**config.mk**
```make
export PLATFORM = sky130hd
export DESIGN_NAME = fifo_param
export DESIGN_NICKNAME = d
export VERILOG_FILES = /design/src/rtl/fifo_pkg.sv /design/src/rtl/fifo_ptr.sv /design/src/rtl/fifo_param.sv
export SDC_FILE = /design/constraint.sdc
export NUM_CORES = 1
export LEC_CHECK = 0
export ABC_CLOCK_PERIOD_IN_PS = 3800
export BUFFER_PORTS_ARGS = -buffer_cell sky130_fd_sc_hd__buf_2
export CORE_ASPECT_RATIO = 1.1
export CORE_UTILIZATION = 60
export CTS_CLUSTER_SIZE = 8
export DETAILED_ROUTE_END_ITERATION = 10
export HOLD_SLACK_MARGIN = 0.05
export PLACE_DENSITY = 0.78
export SLEW_MARGIN = 15
export SYNTH_ARGS = -nofsm -noshare
export SYNTH_HDL_FRONTEND = slang
export SYNTH_HIERARCHICAL = 1
export SYNTH_SLANG_ARGS = --single-unit
```
**constraint.sdc**
```tcl
create_clock -name CLK -period 3.8 [get_ports CLK]
set_input_delay 0.19 -clock CLK [delete_from_list [all_inputs] [get_ports CLK]]
set_output_delay 0.19 -clock CLK [all_outputs]
set_load 0.005 [all_outputs]
```
**src/rtl/fifo_pkg.sv**
```systemverilog
// Shared definitions for the parametrised FIFO family: pointer width helper and default sizes.
package fifo_pkg;

    localparam int unsigned FIFO_WIDTH_DEF = 8;
    localparam int unsigned FIFO_DEPTH_DEF = 16;

    // Pointer width including the wrap bit.
    function automatic int unsigned ptr_w(input int unsigned depth);
        return $clog2(depth) + 1;
    endfunction

endpackage

```
**src/rtl/fifo_ptr.sv**
```systemverilog
// Wrap-bit pointer register: increments on inc, cleared by async active-high reset.
module fifo_ptr #(
    parameter int unsigned PW = 5
) (
    input  logic          clk,
    input  logic          rst,
    input  logic          inc,
    output logic [PW-1:0] ptr
);

    always_ff @(posedge clk or posedge rst) begin
        if (rst) begin
            ptr <= '0;
        end else if (inc) begin
            ptr <= ptr + PW'(1);
        end
    end

endmodule

```
**src/rtl/fifo_param.sv**
```systemverilog
// Parametrised single-clock FIFO with programmable partial flags, occupancy and error pulses.
// Define FIFO_FWFT_EN for first-word-fall-through output (combinational DOUT).
module fifo_param
    import fifo_pkg::*;
#(
    parameter int unsigned WIDTH     = FIFO_WIDTH_DEF,
    parameter int unsigned DEPTH     = FIFO_DEPTH_DEF,
    parameter int unsigned AE_THRESH = 4,
    parameter int unsigned AF_THRESH = 12
) (
    input  logic                    CLK,
    input  logic                    RESET,
    input  logic [WIDTH-1:0]        DIN,
    input  logic                    WE,
    input  logic                    RE,
    output logic [WIDTH-1:0]        DOUT,
    output logic                    EF,
    output logic                    PEF,
    output logic                    PFF,
    output logic                    FF,
    output logic [ptr_w(DEPTH)-1:0] COUNT,
    output logic                    OVF,
    output logic                    UDF
);

    localparam int unsigned PW = ptr_w(DEPTH);
    localparam int unsigned AW = PW - 1;

    logic [PW-1:0]    wAdd;
    logic [PW-1:0]    rAdd;
    logic             weOk;
    logic             reOk;
    logic [WIDTH-1:0] mem [DEPTH];

    // Occupancy is the modular pointer difference; the wrap bit disambiguates full from empty.
    assign COUNT = wAdd - rAdd;
    assign EF    = (COUNT == '0);
    assign FF    = (COUNT == PW'(DEPTH));
    assign PEF   = (COUNT <= PW'(AE_THRESH));
    assign PFF   = (COUNT >= PW'(AF_THRESH));

    assign weOk = WE & ~FF;
    assign reOk = RE & ~EF;

    fifo_ptr #(.PW(PW)) uWPtr (
        .clk (CLK),
        .rst (RESET),
        .inc (weOk),
        .ptr (wAdd)
    );

    fifo_ptr #(.PW(PW)) uRPtr (
        .clk (CLK),
        .rst (RESET),
        .inc (reOk),
        .ptr (rAdd)
    );

    always_ff @(posedge CLK) begin
        if (weOk) begin
            mem[wAdd[AW-1:0]] <= DIN;
        end
    end

    always_ff @(posedge CLK or posedge RESET) begin
        if (RESET) begin
            OVF <= 1'b0;
            UDF <= 1'b0;
        end else begin
            OVF <= WE & FF;
            UDF <= RE & EF;
        end
    end

`ifdef FIFO_FWFT_EN
    // Head word is shown whenever data is present; RE only pops it.
    assign DOUT = EF ? '0 : mem[rAdd[AW-1:0]];
`else
    always_ff @(posedge CLK or posedge RESET) begin
        if (RESET) begin
            DOUT <= '0;
        end else if (reOk) begin
            DOUT <= mem[rAdd[AW-1:0]];
        end
    end
`endif

endmodule

```
Word level (Yosys, flattened, before mapping)
Memory sizes are Yosys's and may differ from the RTL's. A register that Yosys moved wholly into a read port is not among the register bits.
Cells that the tools add are included.
Storage, ports and cells
  memories: 1
  input bits: 12
  flip-flop bits (word level): 12
  memory bits (writable): 128
Cells by class
  reductions and logical operators: 1
  muxes and demuxes: 2
  bitwise logic cells: 6
  equal/unequal tests: 1
  $lt $le $gt $ge: 2
  add/sub/neg operators: 3
Memory list
  mem: words 16, width 8, read ports 1, clocked after memory_dff 1, wr ports 1, RTL line fifo_param.sv:33  | logic [WIDTH-1:0] mem [DEPTH];
Operators by type and width (number)
  $add 5x1->5 const B: 2
  $eq 5x5->1 const B: 1
  $ge 5x4->1 const B: 1
  $le 5x3->1 const B: 1
  $logic_not 5->1: 1
  $sub 5x5->5: 1
  $and 1x1->1: 4
  $mux 1: 2
  $not 1->1: 2

Logic depth before layout (Yosys ltp)
  depth in word-level cells: 6
  mapped depth: 12

By module
The synthesis kept the hierarchy.
By module, submodules not included
  fifo_param: instances 1, sequential area each 4093.9 um^2, cells an instance 278, area an instance 5514.0 um^2
  fifo_ptr: instances 2, sequential area each 125.1 um^2, cells an instance 15, area an instance 203.9 um^2

Worst setup path before layout
No wires, ideal clock.
  path kind: reg-to-reg
  from: reg uRPtr.ptr[1]
  to: mem mem[0][0] (netlist bit), enable pin
  period minus slack after synthesis: 3.480 ns
  slack: 0.320 ns
  stages on the path, launching flop included: 10
  data arrival time: 3.085 ns
  data required time: 3.405 ns
  setup time: 0.395 ns
  cells stage by stage: dfrtp_1 -> clkbuf_1 -> clkbuf_1 -> inv_1 -> ha_1 -> nand2b_1 -> a21oi_2 -> xor2_1 -> o31ai_2 -> nor4_1
Between the ends
  word-level cells in the longest chain between the ends: 6
Ends and longest elaborated chain
  start, declared: RTL line fifo_ptr.sv:8  | output logic [PW-1:0] ptr
  start signal, assigned: RTL line fifo_ptr.sv:15  | ptr <= ptr + PW'(1);
  $sub 5x5->5: RTL line fifo_param.sv:36  | assign COUNT = wAdd - rAdd;
  via COUNT[3]: RTL line fifo_param.sv:21  | output logic [ptr_w(DEPTH)-1:0] COUNT,
  $eq 5x5->1: RTL line fifo_param.sv:38  | assign FF = (COUNT == PW'(DEPTH));
  $not 1->1: RTL line fifo_param.sv:42  | assign weOk = WE & ~FF;
  $and 1x1->1: RTL line fifo_param.sv:42
  $mux 1: RTL line fifo_param.sv:60  | if (weOk) begin
  $mux 1 (implied by the code): RTL line fifo_param.sv:61  | mem[wAdd[AW-1:0]] <= DIN;
  end, declared: RTL line fifo_param.sv:33
The timed path passes the listed nets, and every way through them passes these cells.

Worst setup path in the final report
  from: reg uWPtr.ptr[0]
  to: reg uRPtr.ptr[1]
Between the ends
  word-level cells in the longest chain between the ends: 4
Ends and longest elaborated chain
  start, declared: RTL line fifo_ptr.sv:8
  start signal, assigned: RTL line fifo_ptr.sv:15
  $sub 5x5->5: RTL line fifo_param.sv:36
  $logic_not 5->1: RTL line fifo_param.sv:37  | assign EF = (COUNT == '0);
  $not 1->1: RTL line fifo_param.sv:43  | assign reOk = RE & ~EF;
  $and 1x1->1: RTL line fifo_param.sv:43
  via reOk: RTL line fifo_param.sv:32  | logic reOk;
The timed path passes the listed nets, and every way through them passes these cells.
A chain may end at the register's enable or synchronous reset.

==> results.json <==
{
  "setup.worst_path.class": "reg -> reg",
  "rsz0062_at_grt": "false",
  "cts.repair.resized": 0,
  "yosysSeqAreaShare_pct": 73.36,
  "relSlewSlack_pct": 53.16,
  "ys_ff_latch": 148,
  "cpPeakStageDelay_ns": 0.48,
  "nNetsFinal": 400,
  "clkSlewWorstSetupHoldPaths_ns": 0.06,
  "worstPathArrival_ns": 3.39,
  "fin_crit_ns": 2.996,
  "synthTopCellsByArea": "edfxtp_1 (65%), mux4_2 (12%), dfrtp_1 (8.5%)",
  "die_h_um": 106.2,
  "tightest_slew_ns": 0.6999,
  "power.leakage_nw": 2.527,
  "htree_levels": 4,
  "status": "complete, no violations",
  "portBuffers": 30,
  "antenna_cells": 0,
  "grt_pass1_vias": 3347,
  "grt-ovfl-total": 0,
  "crit_buf_inv": 3,
  "hold_path_class": "in -> reg",
  "top_layer_used": "met4",
  "synth_warnings": 6,
  "ys_types": 26,
  "rows": 37,
  "final_max_slew_viol_count": 0,
  "die_width_um": 96.73,
  "areaGrowthSynthToFinish_pct": 19.18,
  "fin_worst_skew_ns": 0.008075,
  "timing.fmax_mhz": 333.8,
  "clock_latency_ns": 0.52,
  "wl_met3_um": 871,
  "antenna_found_initial": 0,
  "drc": 0,
  "vdd_drop_max_mv": 0.4589,
  "synthesis.nets": 327,
  "cp_common_cell": "inv_1",
  "syn_area_per_cell_um2": 19.23,
  "synth_cells": 308,
  "io_pins": 31,
  "wl_met1_um": 4518,
  "crit_chain": "inv_1, ha_1, fa_1, nand2b_1, a21oi_2, xor2_2, inv_2, o31ai_4, inv_1, mux2_2",
  "route.met2.wl_um": 5998,
  "start_util_pct": 62.40,
  "dpl-instance-area_um2": 6354,
  "place_congestion": 0.7636,
  "cts_buffer_depth": 2,
  "drv_cap": 0,
  "start_kind": "flip-flop",
  "endpoint_kind": "flip-flop",
  "power_density_nw_per_um2": 842.7,
  "finalSetupViolations": 0,
  "routedWlPerCell_um": 22.88,
  "grt_usage_pct": 25.18,
  "hpwl_um": 7127,
  "drt-pass1-iter-count": 5,
  "period_share_pct": 78.83,
  "root_buffer": "clkbuf_8",
  "crit_family": "compound AO/OA/AOI/OAI gates",
  "crit_slowest_cell": "o31ai_4",
  "hold_violations": 0,
  "synth_top_area_share_pct": 64.91,
  "cts_made_buffers": 17,
  "grt_max_degree": 36,
  "vias_per_cell": 6.180,
  "fin_area_um2": 7058,
  "drive_gt1_share_pct": 33.50,
  "yosys.area.top_type": "edfxtp_1",
  "clock_sinks": 148,
  "netlist_area_um2": 5922,
  "crit_fanout": 9,
  "drt_iter0_markers": 332,
  "ant_nets": 0,
  "required_ns": 4.20,
  "dieArea_um2": 10270,
  "cts_tree": "built",
  "vias": 3158,
  "fin_setup_tns_ns": 0,
  "core-area_um2": 9490,
  "grt_pass1_wl_um": 18380,
  "wirelength_um": 11690
}
==> sequential cells by signal, summed over array words and instances (netlist names) <==
register,cells
uRPtr/ptr,5
UDF,1
uWPtr/ptr,5
OVF,1
mem,128
DOUT,8
==> layer usage <==
layer / track usage (%) / up-vias
li1: - / 1378
met1: 32.39 / 1609
met2: 41.10 / 146
met3: 5.786 / 25
met4: 12.15 / 0
met5: 0 / -
==> worst paths after layout <==
kind                              startpoint            to  slack, ns  depth (start not counted)
worst max-delay path            uWPtr/ptr[0]  uRPtr/ptr[1]       0.80                         10
worst min-delay path                  DIN[0]    mem[15][0]       0.07                          1
worst max register to register  uWPtr/ptr[0]  uRPtr/ptr[1]       0.80                         10
worst min register to register       DOUT[5]       DOUT[5]       0.50                          1
max in group asynchronous              RESET       DOUT[5]       3.32                          3
min in group asynchronous              RESET  uWPtr/ptr[4]       0.14                          3
==> power by group <==
part	switching (mW)	internal, mW	total (mW)
registers	0.161	2.03	2.19
clock network	0.615	1.07	1.68
logic	1.17	0.907	2.07
==> layout by cell type, fill, tap and decap left out, types with 2 or more instances in the layout <==
cell type / instances
nor3_1: 15
a22oi_1: 16
ha_1: 6
inv_6: 2
xor2_2: 2
inv_1: 13
mux4_2: 32
clkbuf_16: 16
buf_4: 23
clkbuf_1: 3
and2_1: 2
clkinvlp_4: 3
dfrtp_1: 19
bufinv_16: 4
xnor2_1: 6
nand2_1: 17
dlygate4sd3_1: 10
xor2_1: 4
a21oi_2: 2
clkinv_2: 2
nand2b_1: 4
mux2_2: 10
nand4_1: 4
nor2_1: 8
edfxtp_1: 128
nor4_1: 4
buf_2: 30
==> through the flow <==
step | utilization [%] | power [mW] | instances | worst slack, ns | hold slack, ns
floorplan | - | 3.600 | 308 | 0.3202 | -0.03148
global route | 74.37 | 6.240 | 511 | 0.5956 | 0.06442
detailed placement | 66.95 | 4.260 | 469 | 0.8047 | 0.1333
global placement | 66.95 | 4.206 | 469 | 0.9239 | 0.1281
CTS | 74.37 | 5.979 | 511 | 0.7819 | 0.05694
finish | 74.37 | 5.948 | 511 | 0.8045 | 0.07408
==> cell usage after synthesis, drive strengths merged <==
master	count
clkbuf	5
edfxtp	128
ha	6
nand3	1
dfrtp	20
nor2	8
nor3	15
fa	1
a22oi	16
xor2	6
o31ai	2
nand2	17
a21oi	3
nor4	4
nand2b	4
inv	14
mux4	32
xnor2	6
buf	4
and2	2
nand4	4
mux2	10
==> worst reg2reg max path, cell delays in order, from the launching register on <==
cell,delay [ns]
dfrtp_1,0.45
inv_1,0.11
ha_1,0.23
fa_1,0.40
nand2b_1,0.17
a21oi_2,0.16
xor2_2,0.25
inv_2,0.10
o31ai_4,0.48
inv_1,0.21
mux2_2,0.32
==> kinds of logic after synthesis <==
logic type                 count (synthesis)  share of synthesized area, %
and+or+nand+nor                           55                         4.415
xor gates and xnor gates                  12                         2.028
buffers and inverters                     23                         1.542
AOI/OAI and AO/OA                         21                         2.979
adders and majority gates                  7                         1.606
muxes                                     42                         14.07
DFF                                      148                         73.36
==> repair_timing <==
item                                   4_1_cts  5_1_grt
hold buffers                                10        0
endpoints found under the hold margin       98        0
setup buffers                                0        0
==> final cells by class <==
cell class	instances	area, um^2
Inverter	14	52.55
Clock inverter	12	178.9
Sequential cell	148	4345
Clock buffer	20	425.4
Timing Repair Buffer	63	422.9
Multi-Input combinational cell	137	1486
Tap cell	117	146.4
Fill cell	527	2432
(Power assumes the default switching activity.)
